### config.mk
export PLATFORM = sky130hd
export DESIGN_NAME = mic1_alu_pipe
export DESIGN_NICKNAME = d
export VERILOG_FILES = /design/src/rtl/mic1_alu_pkg.sv /design/src/rtl/mic1_alu_core.sv /design/src/rtl/mic1_alu_pipe.sv
export SDC_FILE = /design/constraint.sdc
export NUM_CORES = 1
export LEC_CHECK = 0
export CAP_MARGIN = 20
export CORE_UTILIZATION = 53
export DETAILED_ROUTE_END_ITERATION = 10
export PLACE_DENSITY = 0.79
export REMOVE_ABC_BUFFERS = 1
export SYNTH_ARGS = -nofsm -noshare
export SYNTH_HDL_FRONTEND = slang
export SYNTH_SLANG_ARGS = --single-unit
### constraint.sdc
create_clock -name clk -period 5 [get_ports clk]
set_clock_uncertainty 0.2 [all_clocks]
set_input_delay 0.5 -clock clk [delete_from_list [all_inputs] [get_ports clk]]
set_output_delay 0.5 -clock clk [all_outputs]
set_load 0.02 [all_outputs]
### src/rtl/mic1_alu_pkg.sv
// Shared definitions for the MIC-1 style ALU pipeline.
// Contents: bit positions inside the 8-bit select word, the control FSM
// state type, the ALU function codes ({F0,F1}) and the shifter codes
// ({SLL8,SRA1}).
package mic1_alu_pkg;

   // select = {SLL8,SRA1,F0,F1,ENA,ENB,INVA,INC}, bit 7 down to bit 0
   localparam int unsigned SEL_INC  = 0;
   localparam int unsigned SEL_INVA = 1;
   localparam int unsigned SEL_ENB  = 2;
   localparam int unsigned SEL_ENA  = 3;
   localparam int unsigned SEL_F1   = 4;
   localparam int unsigned SEL_F0   = 5;
   localparam int unsigned SEL_SRA1 = 6;
   localparam int unsigned SEL_SLL8 = 7;

   typedef enum logic {
      IDLE,
      MUL
   } state_t;

   // Function code is {F0,F1}
   typedef enum logic [1:0] {
      FN_AND  = 2'b00,
      FN_OR   = 2'b01,
      FN_NOTB = 2'b10,
      FN_ADD  = 2'b11
   } fn_t;

   // Shifter code is {SLL8,SRA1}
   typedef enum logic [1:0] {
      SH_PASS = 2'b00,
      SH_SRA1 = 2'b01,
      SH_SLL8 = 2'b10,
      SH_BAD  = 2'b11
   } shift_t;

endpackage

### src/rtl/mic1_alu_core.sv
// Combinational ALU core: operand enable/invert, logic/add function,
// flags and shifter.
// Ports:
//   a_in, b_in : operands (WIDTH)
//   sel        : {SLL8,SRA1,F0,F1,ENA,ENB,INVA,INC}
//   result     : shifted ALU value (WIDTH)
//   n, z       : negative / zero of the unshifted ALU value
//   c, v       : adder carry-out / signed overflow (0 unless adding)
//   err        : SLL8 and SRA1 both requested
module mic1_alu_core
   import mic1_alu_pkg::*;
#(
   parameter int unsigned WIDTH = 32
) (
   input  logic [WIDTH-1:0] a_in,
   input  logic [WIDTH-1:0] b_in,
   input  logic [7:0]       sel,
   output logic [WIDTH-1:0] result,
   output logic             n,
   output logic             z,
   output logic             c,
   output logic             v,
   output logic             err
);

   logic [WIDTH-1:0] a;
   logic [WIDTH-1:0] b;
   logic [WIDTH-1:0] value;
   logic [WIDTH:0]   sum;
   fn_t              fn;
   shift_t           sh;

   always_comb begin
      a = sel[SEL_ENA] ? a_in : '0;
      b = sel[SEL_ENB] ? b_in : '0;
      if (sel[SEL_INVA]) a = ~a;

      fn  = fn_t'({sel[SEL_F0], sel[SEL_F1]});
      sh  = shift_t'({sel[SEL_SLL8], sel[SEL_SRA1]});
      sum = {1'b0, a} + {1'b0, b} + {{WIDTH{1'b0}}, sel[SEL_INC]};

      value = '0;
      c     = 1'b0;
      v     = 1'b0;
      case (fn)
         FN_AND:  value = a & b;
         FN_OR:   value = a | b;
         FN_NOTB: value = ~b;
         FN_ADD: begin
            value = sum[WIDTH-1:0];
            c     = sum[WIDTH];
            // Overflow: operands share a sign that the result does not
            v     = (a[WIDTH-1] == b[WIDTH-1]) && (sum[WIDTH-1] != a[WIDTH-1]);
         end
         default: value = '0;
      endcase

      n = value[WIDTH-1];
      z = (value == '0);

      err = 1'b0;
      case (sh)
         SH_SRA1: result = {value[WIDTH-1], value[WIDTH-1:1]};
         SH_SLL8: result = {value[WIDTH-9:0], 8'h00};
         SH_BAD: begin
            result = value;
            err    = 1'b1;
         end
         default: result = value;
      endcase
   end

endmodule

### src/rtl/mic1_alu_pipe.sv
// Registered ALU stage with an optional iterative (shift-add) multiplier
// and valid/ready handshakes on both sides.
// Ports:
//   clk, reset           : clock (rising edge), async active-high reset
//   in_valid, in_ready   : operation offer / accept
//   A, B, select, mul    : operands, ALU select word, multiply request
//   out, N, Z, C, V, err : registered result and flags
//   out_valid, out_ready : result offer / consume
module mic1_alu_pipe
   import mic1_alu_pkg::*;
#(
   parameter int unsigned WIDTH  = 32,
   parameter int unsigned MUL_EN = 1
) (
   input  logic             clk,
   input  logic             reset,
   input  logic             in_valid,
   output logic             in_ready,
   input  logic [WIDTH-1:0] A,
   input  logic [WIDTH-1:0] B,
   input  logic [7:0]       select,
   input  logic             mul,
   output logic [WIDTH-1:0] out,
   output logic             N,
   output logic             Z,
   output logic             C,
   output logic             V,
   output logic             err,
   output logic             out_valid,
   input  logic             out_ready
);

   localparam int unsigned CW = $clog2(WIDTH);

   state_t           state;
   logic [WIDTH-1:0] mcand;
   logic [WIDTH-1:0] mplier;
   logic [WIDTH-1:0] acc;
   logic [CW-1:0]    count;

   logic [WIDTH-1:0] core_result;
   logic             core_n;
   logic             core_z;
   logic             core_c;
   logic             core_v;
   logic             core_err;
   logic             accept;
   logic             mul_go;
   logic [WIDTH-1:0] mul_step;

   mic1_alu_core #(.WIDTH(WIDTH)) u_core (
      .a_in   (A),
      .b_in   (B),
      .sel    (select),
      .result (core_result),
      .n      (core_n),
      .z      (core_z),
      .c      (core_c),
      .v      (core_v),
      .err    (core_err)
   );

   assign in_ready = (state == IDLE) && (!out_valid || out_ready);
   assign accept   = in_valid && in_ready;
   assign mul_go   = accept && mul && (MUL_EN != 0);
   assign mul_step = acc + (mplier[0] ? mcand : '0);

   always_ff @(posedge clk or posedge reset) begin
      if (reset) begin
         state     <= IDLE;
         out_valid <= 1'b0;
         out       <= '0;
         N         <= 1'b0;
         Z         <= 1'b0;
         C         <= 1'b0;
         V         <= 1'b0;
         err       <= 1'b0;
         mcand     <= '0;
         mplier    <= '0;
         acc       <= '0;
         count     <= '0;
      end else begin
         if (out_valid && out_ready) out_valid <= 1'b0;

         case (state)
            IDLE: begin
               if (mul_go) begin
                  state  <= MUL;
                  mcand  <= A;
                  mplier <= B;
                  acc    <= '0;
                  count  <= '0;
               end else if (accept) begin
                  out       <= core_result;
                  N         <= core_n;
                  Z         <= core_z;
                  C         <= core_c;
                  V         <= core_v;
                  err       <= core_err;
                  out_valid <= 1'b1;
               end
            end
            MUL: begin
               // One multiplier bit per cycle; the final step's sum is the
               // product, so it is loaded directly into the output register.
               acc    <= mul_step;
               mcand  <= mcand << 1;
               mplier <= mplier >> 1;
               count  <= count + 1'b1;
               if (count == CW'(WIDTH - 1)) begin
                  state     <= IDLE;
                  out       <= mul_step;
                  N         <= mul_step[WIDTH-1];
                  Z         <= (mul_step == '0);
                  C         <= 1'b0;
                  V         <= 1'b0;
                  err       <= 1'b0;
                  out_valid <= 1'b1;
               end
            end
            default: state <= IDLE;
         endcase
      end
   end

endmodule
==> results_dict.tcl <==
set metrics [dict create \
    start_util_pct 54.8 \
    fin_crit_sh_pct 96.5 \
    maxCapViolCount 0 \
    required_ns 5.15 \
    seqCellArea_sq_um 3500 \
    layout_common_cells "nand2_1, nor2_1, dfrtp_1" \
    clock-sinks 140 \
    synth_edf_count 0 \
    yosysUniqueCellTypes 68 \
    port_buffers 115 \
    die_w_microns 153 \
    synth_top_area_share_pct 28.9 \
    p_leak_nw 6.64 \
    drt_iter0_markers 1039 \
    gp_congestion 0.998 \
    avgRoutedWirePerCell_microns 19.2 \
    slew_viol_final 0 \
    postSynthCellCount 1590 \
    drt-total-wl_microns 38600 \
    holdWs_ns 0.273 \
    multi_input_area_sq_um 7970 \
    fmax_mhz 207 \
    grt_max_degree 82 \
    dp_hpwl_microns 29000 \
    cts_max_level 4 \
    cts_made_buffers 17 \
    rows 54 \
    route.vias.total 12400 \
    worst_setup_path_start_kind "flop" \
    dp_cells 1977 \
    syn-cell-area_sq_um 12100 \
    hold_viol 0 \
    grt_overflow_total 0 \
    num-fill-cells 1898 \
    cts_setup_buffers 0 \
    synth_area_leaders "dfrtp_1, ha_1, nand2_1" \
    pin_count 116 \
    yosysSeqAreaShare_pct 28.9 \
    first_global_vias 11800 \
    worst_pin_slew_ns 0.895 \
    die_height_microns 153 \
    cts_resized 0 \
    layout.nets 1897 \
    end_kind "flop" \
    finalSetupTns_ns 0 \
    ir_worst_vdd_v 0.000313 \
    worstSetupPathType "flop to flop" \
    cts_tree "done" \
    period_needed_ns 4.83 \
    cp_data_arrival_time_ns 4.97 \
    fin_cells 2011 \
    first_pass_iters 6 \
    ctsLongestPathBuffers 2 \
    p_per_area_nw_per_um2 647 \
    layout_commonest_cell "nand2_1" \
    async_reset_ff_share_pct 100 \
    final_core_util_pct 65.8 \
    synth_top_flop_cell "dfrtp_1" \
    design_area_sq_um 14500 \
    clock_latency_ns 0.43 \
    grt_pass1_wl_microns 62500 \
    maxSlewHeadroom_pct 39.7 \
    crit_path_max_fanout 3 \
    groute.usage.overall_pct 33.6 \
    final_antenna_net_count 0 \
    vias_per_cell 6.17 \
    synth_seq_cells 140 \
    rsz0062_at_grt "no" \
    ctsHoldBuffers 0 \
    drive_gt1_share_pct 8.21 \
    status "complete, no violations" \
    hold_class "flop to flop" \
    cts.clk_slew.worst_paths_ns 0.07 \
    synthToLayoutAreaGrowth_pct 19.9 \
    die_area_sq_um 23500 \
    fp.coreArea_sq_um 22100 \
    setup_viol 0 \
    root_buffer "clkbuf_16" \
    yosysWarnings 0 \
    synth_top_cell_by_area "dfrtp_1" \
    placed_area_sq_um 13900 \
    avgSynthCellArea_sq_um 7.62 \
    grt_antenna_before_repair 1 \
    drc 0 \
]
## critical path, stage by stage, from the launching register on
cell,delay [ns]
dfrtp_1,0.41
and2_1,0.18
ha_1,0.21
fa_1,0.42
a21o_1,0.23
a221oi_4,0.31
xnor2_1,0.12
or4_1,0.52
or4_1,0.43
or4b_1,0.55
a2111oi_2,0.36
nand4_1,0.18
nor4_2,0.28
a41oi_2,0.19
o21ai_0,0.12
## cell type report
type | count | share of cell area [%]
inverters | 94 | 2.46
repair buffers | 196 | 12.2
diodes | 1 | 0.0172
clock inverters | 14 | 1.03
multi-input cells | 1268 | 54.8
well taps | 280 | 2.41
clock buffers | 18 | 2.95
flip-flops and latches | 140 | 24.1
## per-stage QoR
stage / setup slack (ns) / power, mW
6_report: 0.174 / 9.40
5_1_grt: 0.00951 / 10.1
4_1_cts: 0.0186 / 9.24
3_5_place_dp: -0.245 / 7.91
3_3_place_gp: -0.161 / 7.79
2_1_floorplan: 0.422 / 6.08
## Yosys cell counts (all sizes together) (20+ instances only)
cell type and n:
nor2 213, xnor2 55, ha 100, a31oi 21, a21oi 85, xor2 25
and2 42, o21ai 90, a211oi 36, inv 93, dfrtp 140, nand2 233
a21o 34, clkbuf 71, o22ai 71, nand4 20
## flip-flops by register name (all words and copies together), names as in the netlist
register and flops:
acc 32, mcand 32, mplier 32, out 32, count 5, C 1
N 1, V 1, Z 1, err 1, out_valid 1, state 1
## power by group
part	total, mW	internal, mW	switching (mW)	leakage [nW]
logic	6.03	2.41	3.62	4.74
clock network	1.29	0.706	0.584	0.276
registers	2.08	1.71	0.369	1.63
total	9.40	4.83	4.57	6.64
## worst paths after layout
check,depth (start not counted),start,endpoint,slack [ns]
max in group asynchronous,3,reset,state$_DFF_PP0_,3.28
worst min-delay path,2,out[0]$_DFFE_PP0P_,out[0]$_DFFE_PP0P_,0.27
worst max-delay path,14,mcand[0]$_DFFE_PP0P_,Z$_DFFE_PP0P_,0.17
worst max register to register,14,mcand[0]$_DFFE_PP0P_,Z$_DFFE_PP0P_,0.17
worst min register to register,2,out[0]$_DFFE_PP0P_,out[0]$_DFFE_PP0P_,0.27
min in group asynchronous,2,reset,mplier[5]$_DFFE_PP0P_,0.39
## kinds of logic (layout without fill, tap and decap cells)
| kind of cell | Yosys count | count (layout) | share of synthesized area, % |
|---|---|---|---|
| buffers and inverters | 182 | 322 | 5.71 |
| flip-flops | 140 | 140 | 28.9 |
| other | 0 | 1 | 0 |
| adder cells (fa/ha/maj) | 103 | 103 | 10.8 |
| multiplexers | 11 | 11 | 1.43 |
| AO/OA/AOI/OAI | 451 | 451 | 24.3 |
| AND/OR/NAND/NOR | 623 | 623 | 23.1 |
| XOR/XNOR | 80 | 80 | 5.78 |
## routing by layer
metal / share of wire (%) / vias up / GRT usage [%]
met5: 0 / - / 0
met4: 2.8 / 0 / 11.0
met3: 7.3 / 77 / 4.73
met2: 46 / 555 / 53.9
met1: 44 / 5896 / 46.4
li1: - / 5889 / -
Power figures use the tool's default switching activity.
==> edit 1, RTL diff (config.mk and constraints unchanged) <==
Set the parameter `MUL_EN` to 0 (it was 1).
--- a/src/rtl/mic1_alu_pipe.sv
+++ b/src/rtl/mic1_alu_pipe.sv
@@ -10,7 +10,7 @@
    import mic1_alu_pkg::*;
 #(
    parameter int unsigned WIDTH  = 32,
-   parameter int unsigned MUL_EN = 1
+   parameter int unsigned MUL_EN = 0
 ) (
    input  logic             clk,
    input  logic             reset,
Behaviour: not the same (Yosys sat finds a counterexample within 4 cycles, from zero or initial values and one cycle with reset high).
==> edit 1 against the original RTL <==
  * Sequential cell count shrank 96
  * Area after synthesis shrank 50%
  * Utilization grew 5.8 points
  * Count of clock-buffer cells in the layout shrank 13
  * Final area shrank 46%
  * Hold slack is essentially flat
  * Routed wire length shrank 51%
  * Power shrank 80%
  * Worst setup slack lost 0.017 ns
==> edit 1: results (changes against the original RTL) <==
[run_status]
outcome = complete, no violations

[clock_network]
root_buffer = clkbuf_16
clock_latency_ns = 0.28  ; -0.15 ns
path_clk_slew_ns = 0.06
cts_made_buffers = 5  ; -12
htree_levels = 2  ; -2

[min_path]
hold_depth = 2  ; unchanged
min_from = out[9]$_DFFE_PP0P_
hold_end = out[9]$_DFFE_PP0P_

[route]
wl_per_cell_um = 17.3  ; -9.8%
viasPerCell = 6.07  ; -1.7%
drt-initial-drc-count = 459  ; -56%
drt-pass1-iter-count = 5  ; -1

[power]
p_leak_nw = 3.73  ; -44%
ir_worst_vdd_uv = 254  ; -19%

[critical_path]
crit_path_max_fanout = 7  ; +4
crit_arrival_ns = 4.81  ; -0.16 ns
cp_slowest_cell = mux4_2
r2r-start = state$_DFF_PP0_
cpPeakStageDelay_ns = 0.51  ; -0.04 ns
crit_path_end = out[29]$_DFFE_PP0P_
r2r_cells = 10  ; -4
crit_path_start = select[3]
crit_type = in -> reg
path_delay_family = compound AO/OA/AOI/OAI gates
r2r_slack_ns = 1.91  ; +1.74 ns
reg2reg_to = Z$_DFFE_PP0P_

[synthesis]
ys_types = 57  ; -16%
synth_common_cells = nand2_1 (131), inv_1 (77), ha_1 (69)
ys_seq_area_frac = 0.183  ; -0.106
yosysWarningCount = 0  ; unchanged
synth_area_leaders = dfrtp_1 (18%), ha_1 (14%), nand2_1 (8.2%)

[cells_and_area]
finalNetCount = 1105  ; -42%
drive_above_1_share = 0.0962  ; +0.0142
n_fill_cell = 912  ; -52%

[placement]
port-buffer-count = 114  ; -0.87%
routabilityCongestion = 1.00  ; +0.16%
pre_cts_ws_ns = -0.131  ; +0.115 ns
dp_hpwl_um = 14800  ; -49%

[sta]
timing.hold.ws_ns = 0.274  ; +0.000476 ns
slew_headroom = 0.445  ; +0.0480
finalCriticalPeriod_ns = 4.84  ; +0.0172 ns

[global_route]
antenna_found_initial = 0  ; -1
grt_max_degree = 47  ; -43%
grt_usage = 0.324  ; -0.0113
grt_pass1_wl_um = 30500  ; -51%
first_global_vias = 6304  ; -47%

edit 1: per-layer routing:
metal	track usage	vias to the layer above	wire length, um
met5	0	-	0
met4	0.108	0	482
met3	0.0446	41	1480
met2	0.547	332	8820
met1	0.423	3119	8210
li1	-	3169	-
edit 1: through the flow:
step / utilization / instances / total power, W / area (sq um) / TNS [ns]
after global routing: 0.715 / 1096 / 0.00198 / 7820 / 0
after CTS: 0.715 / 1096 / 0.00185 / 7820 / 0
after detailed placement: 0.701 / 1090 / 0.00150 / 7660 / -0.237
after global placement: 0.701 / 1090 / 0.00147 / 7660 / -0.0328
after floorplan: - / 768 / 0.00104 / 5800 / 0
final: 0.715 / 1097 / 0.00187 / 7820 / 0
edit 1: worst reg2reg max path, delay by kind of cell (launching register included):
family,cells,cell delay (ns)
compound gates,2,0.32
simple gates,7,1.75
buf+inv,1,0.23
flops,1,0.50
edit 1: final cells by class:
cell class / count / area (sq um) / area share
Multi-Input combinational cell: 645 / 4410 / 0.564
Timing Repair Buffer: 182 / 1680 / 0.215
Clock inverter: 1 / 30.0 / 0.00384
Tap cell: 140 / 175 / 0.0224
Antenna cell: 1 / 2.50 / 0.000320
Inverter: 79 / 297 / 0.0379
Sequential cell: 44 / 1100 / 0.141
Clock buffer: 5 / 125 / 0.0160
edit 1: cells by family (layout without fill, tap and decap cells):
logic type / Yosys count / in the layout / share of synthesized area
xor gates and xnor gates: 61 / 61 / 0.0889
and+or+nand+nor: 239 / 239 / 0.174
other: 0 / 1 / 0
buffers and inverters: 135 / 267 / 0.0845
muxes: 10 / 10 / 0.0256
AOI/OAI and AO/OA: 264 / 264 / 0.294
adders and majority gates: 71 / 71 / 0.150
DFF: 44 / 44 / 0.183
edit 1: power by group:
group	switching [W]	internal, W
registers	0.0000400	0.000415
logic	0.000576	0.000482
clock network	0.000123	0.000230
==> edit 2, RTL diff (config.mk and constraints unchanged) <==
Without the edit above. Register the output `err` once more, with the module's reset; this adds one clock of latency there. The other outputs are not delayed to match. Comments in the files are not updated.
--- a/src/rtl/mic1_alu_pipe.sv
+++ b/src/rtl/mic1_alu_pipe.sv
@@ -31,6 +31,8 @@
 );
 
    localparam int unsigned CW = $clog2(WIDTH);
+
+   logic err_s0;
 
    state_t           state;
    logic [WIDTH-1:0] mcand;
@@ -74,7 +76,7 @@
          Z         <= 1'b0;
          C         <= 1'b0;
          V         <= 1'b0;
-         err       <= 1'b0;
+         err_s0    <= 1'b0;
          mcand     <= '0;
          mplier    <= '0;
          acc       <= '0;
@@ -96,7 +98,7 @@
                   Z         <= core_z;
                   C         <= core_c;
                   V         <= core_v;
-                  err       <= core_err;
+                  err_s0    <= core_err;
                   out_valid <= 1'b1;
                end
             end
@@ -114,7 +116,7 @@
                   Z         <= (mul_step == '0);
                   C         <= 1'b0;
                   V         <= 1'b0;
-                  err       <= 1'b0;
+                  err_s0    <= 1'b0;
                   out_valid <= 1'b1;
                end
             end
@@ -123,4 +125,12 @@
       end
    end
 
+   always_ff @(posedge clk or posedge reset) begin
+      if (reset) begin
+         err <= '0;
+      end else begin
+         err <= err_s0;
+      end
+   end
+
 endmodule
Check against the original RTL: not equivalent (Yosys sat finds a counterexample within 4 cycles, from zero or initial values and one cycle with reset high).
==> edit 2 against the original RTL <==
  * Power down 2.6%
  * Area after synthesis up 2.2%
  * Count of clock-buffer cells in the layout down 1
  * Clock power up 6%
  * Final area up 2.2%
  * Hold slack worse by 0.099 ns
  * Sequential cell count up 1
  * Worst setup slack better by 0.18 ns
  * Critical endpoint is now out[29]$_DFFE_PP0P_
  * Routed wire length up 0.19%
==> edit 2: results (changes against the original RTL) <==
[run_status]
outcome = complete, no violations

[route]
wl_met1_um = 17400  ; +2.1%
met3_length_um = 2660  ; -6.1%
viasPerCell = 6.06  ; -1.9%

[global_route]
grt_max_degree = 84  ; +2.4%
global_route.usage.met2 = 0.518  ; -0.0212
grt_usage = 0.328  ; -0.00765

[placement]
pre_cts_ws_ns = -0.135  ; +0.110 ns
routabilityCongestion = 0.993  ; -0.50%
dp_hpwl_um = 29500  ; +1.6%

[clock_network]
clock_latency_ns = 0.45  ; +0.02 ns

[power]
pg_clk_w = 0.00137  ; +6%
internal-power_w = 0.00477  ; -1.1%
comb-power_w = 0.00571  ; -5.3%
p_leak_nw = 6.72  ; +1.3%

[synthesis]
ys_types = 89  ; +31%
synth_common_cells = nand2_1 (252), nor2_1 (222), dfrtp_1 (141)
synth_compound_area_frac = 0.256  ; +0.0131
ys_seq_area_frac = 0.285  ; -0.00426
synth_xor_area_frac = 0.0544  ; -0.00338

[cells_and_area]
diodes = 0  ; -1

[critical_path]
r2r_cells = 15  ; +1

[sta]
finalCriticalPeriod_ns = 4.65  ; -0.179 ns
timing.hold.ws_ns = 0.174  ; -0.0988 ns

[min_path]
min_from = err_s0$_DFFE_PP0P_

-- edit 2: cell count changes in the layout (fill, tap and decap cells not counted), sizes merged, moves of 8 or more --
cell,before,now
nand2,233,252
o21ai,90,108
a21oi,85,101
a21o,34,21
buf,83,96
nor2,213,222
nand4,20,12
nor3,17,25
o211ai,14,22
-- edit 2: worst register-to-register path: stages, from the launching register on --
cell	delay, ns
dfrtp_1	0.42
and2_1	0.18
ha_1	0.23
fa_1	0.44
a21o_1	0.18
a21oi_1	0.17
xnor2_1	0.11
or4_1	0.42
nor4_1	0.21
nor4b_1	0.40
or4b_1	0.49
nor4_1	0.27
buf_4	0.18
nand4_1	0.11
or3_1	0.39
nand3_1	0.10
-- edit 2: area by class of cell --
type                            instances  area share
Clock buffer                           17      0.0286
Clock inverter                         15      0.0131
Inverter                               94      0.0241
Multi-Input combinational cell       1301       0.545
Sequential cell                       141       0.238
Tap cell                              313      0.0264
Timing Repair Buffer                  209       0.125
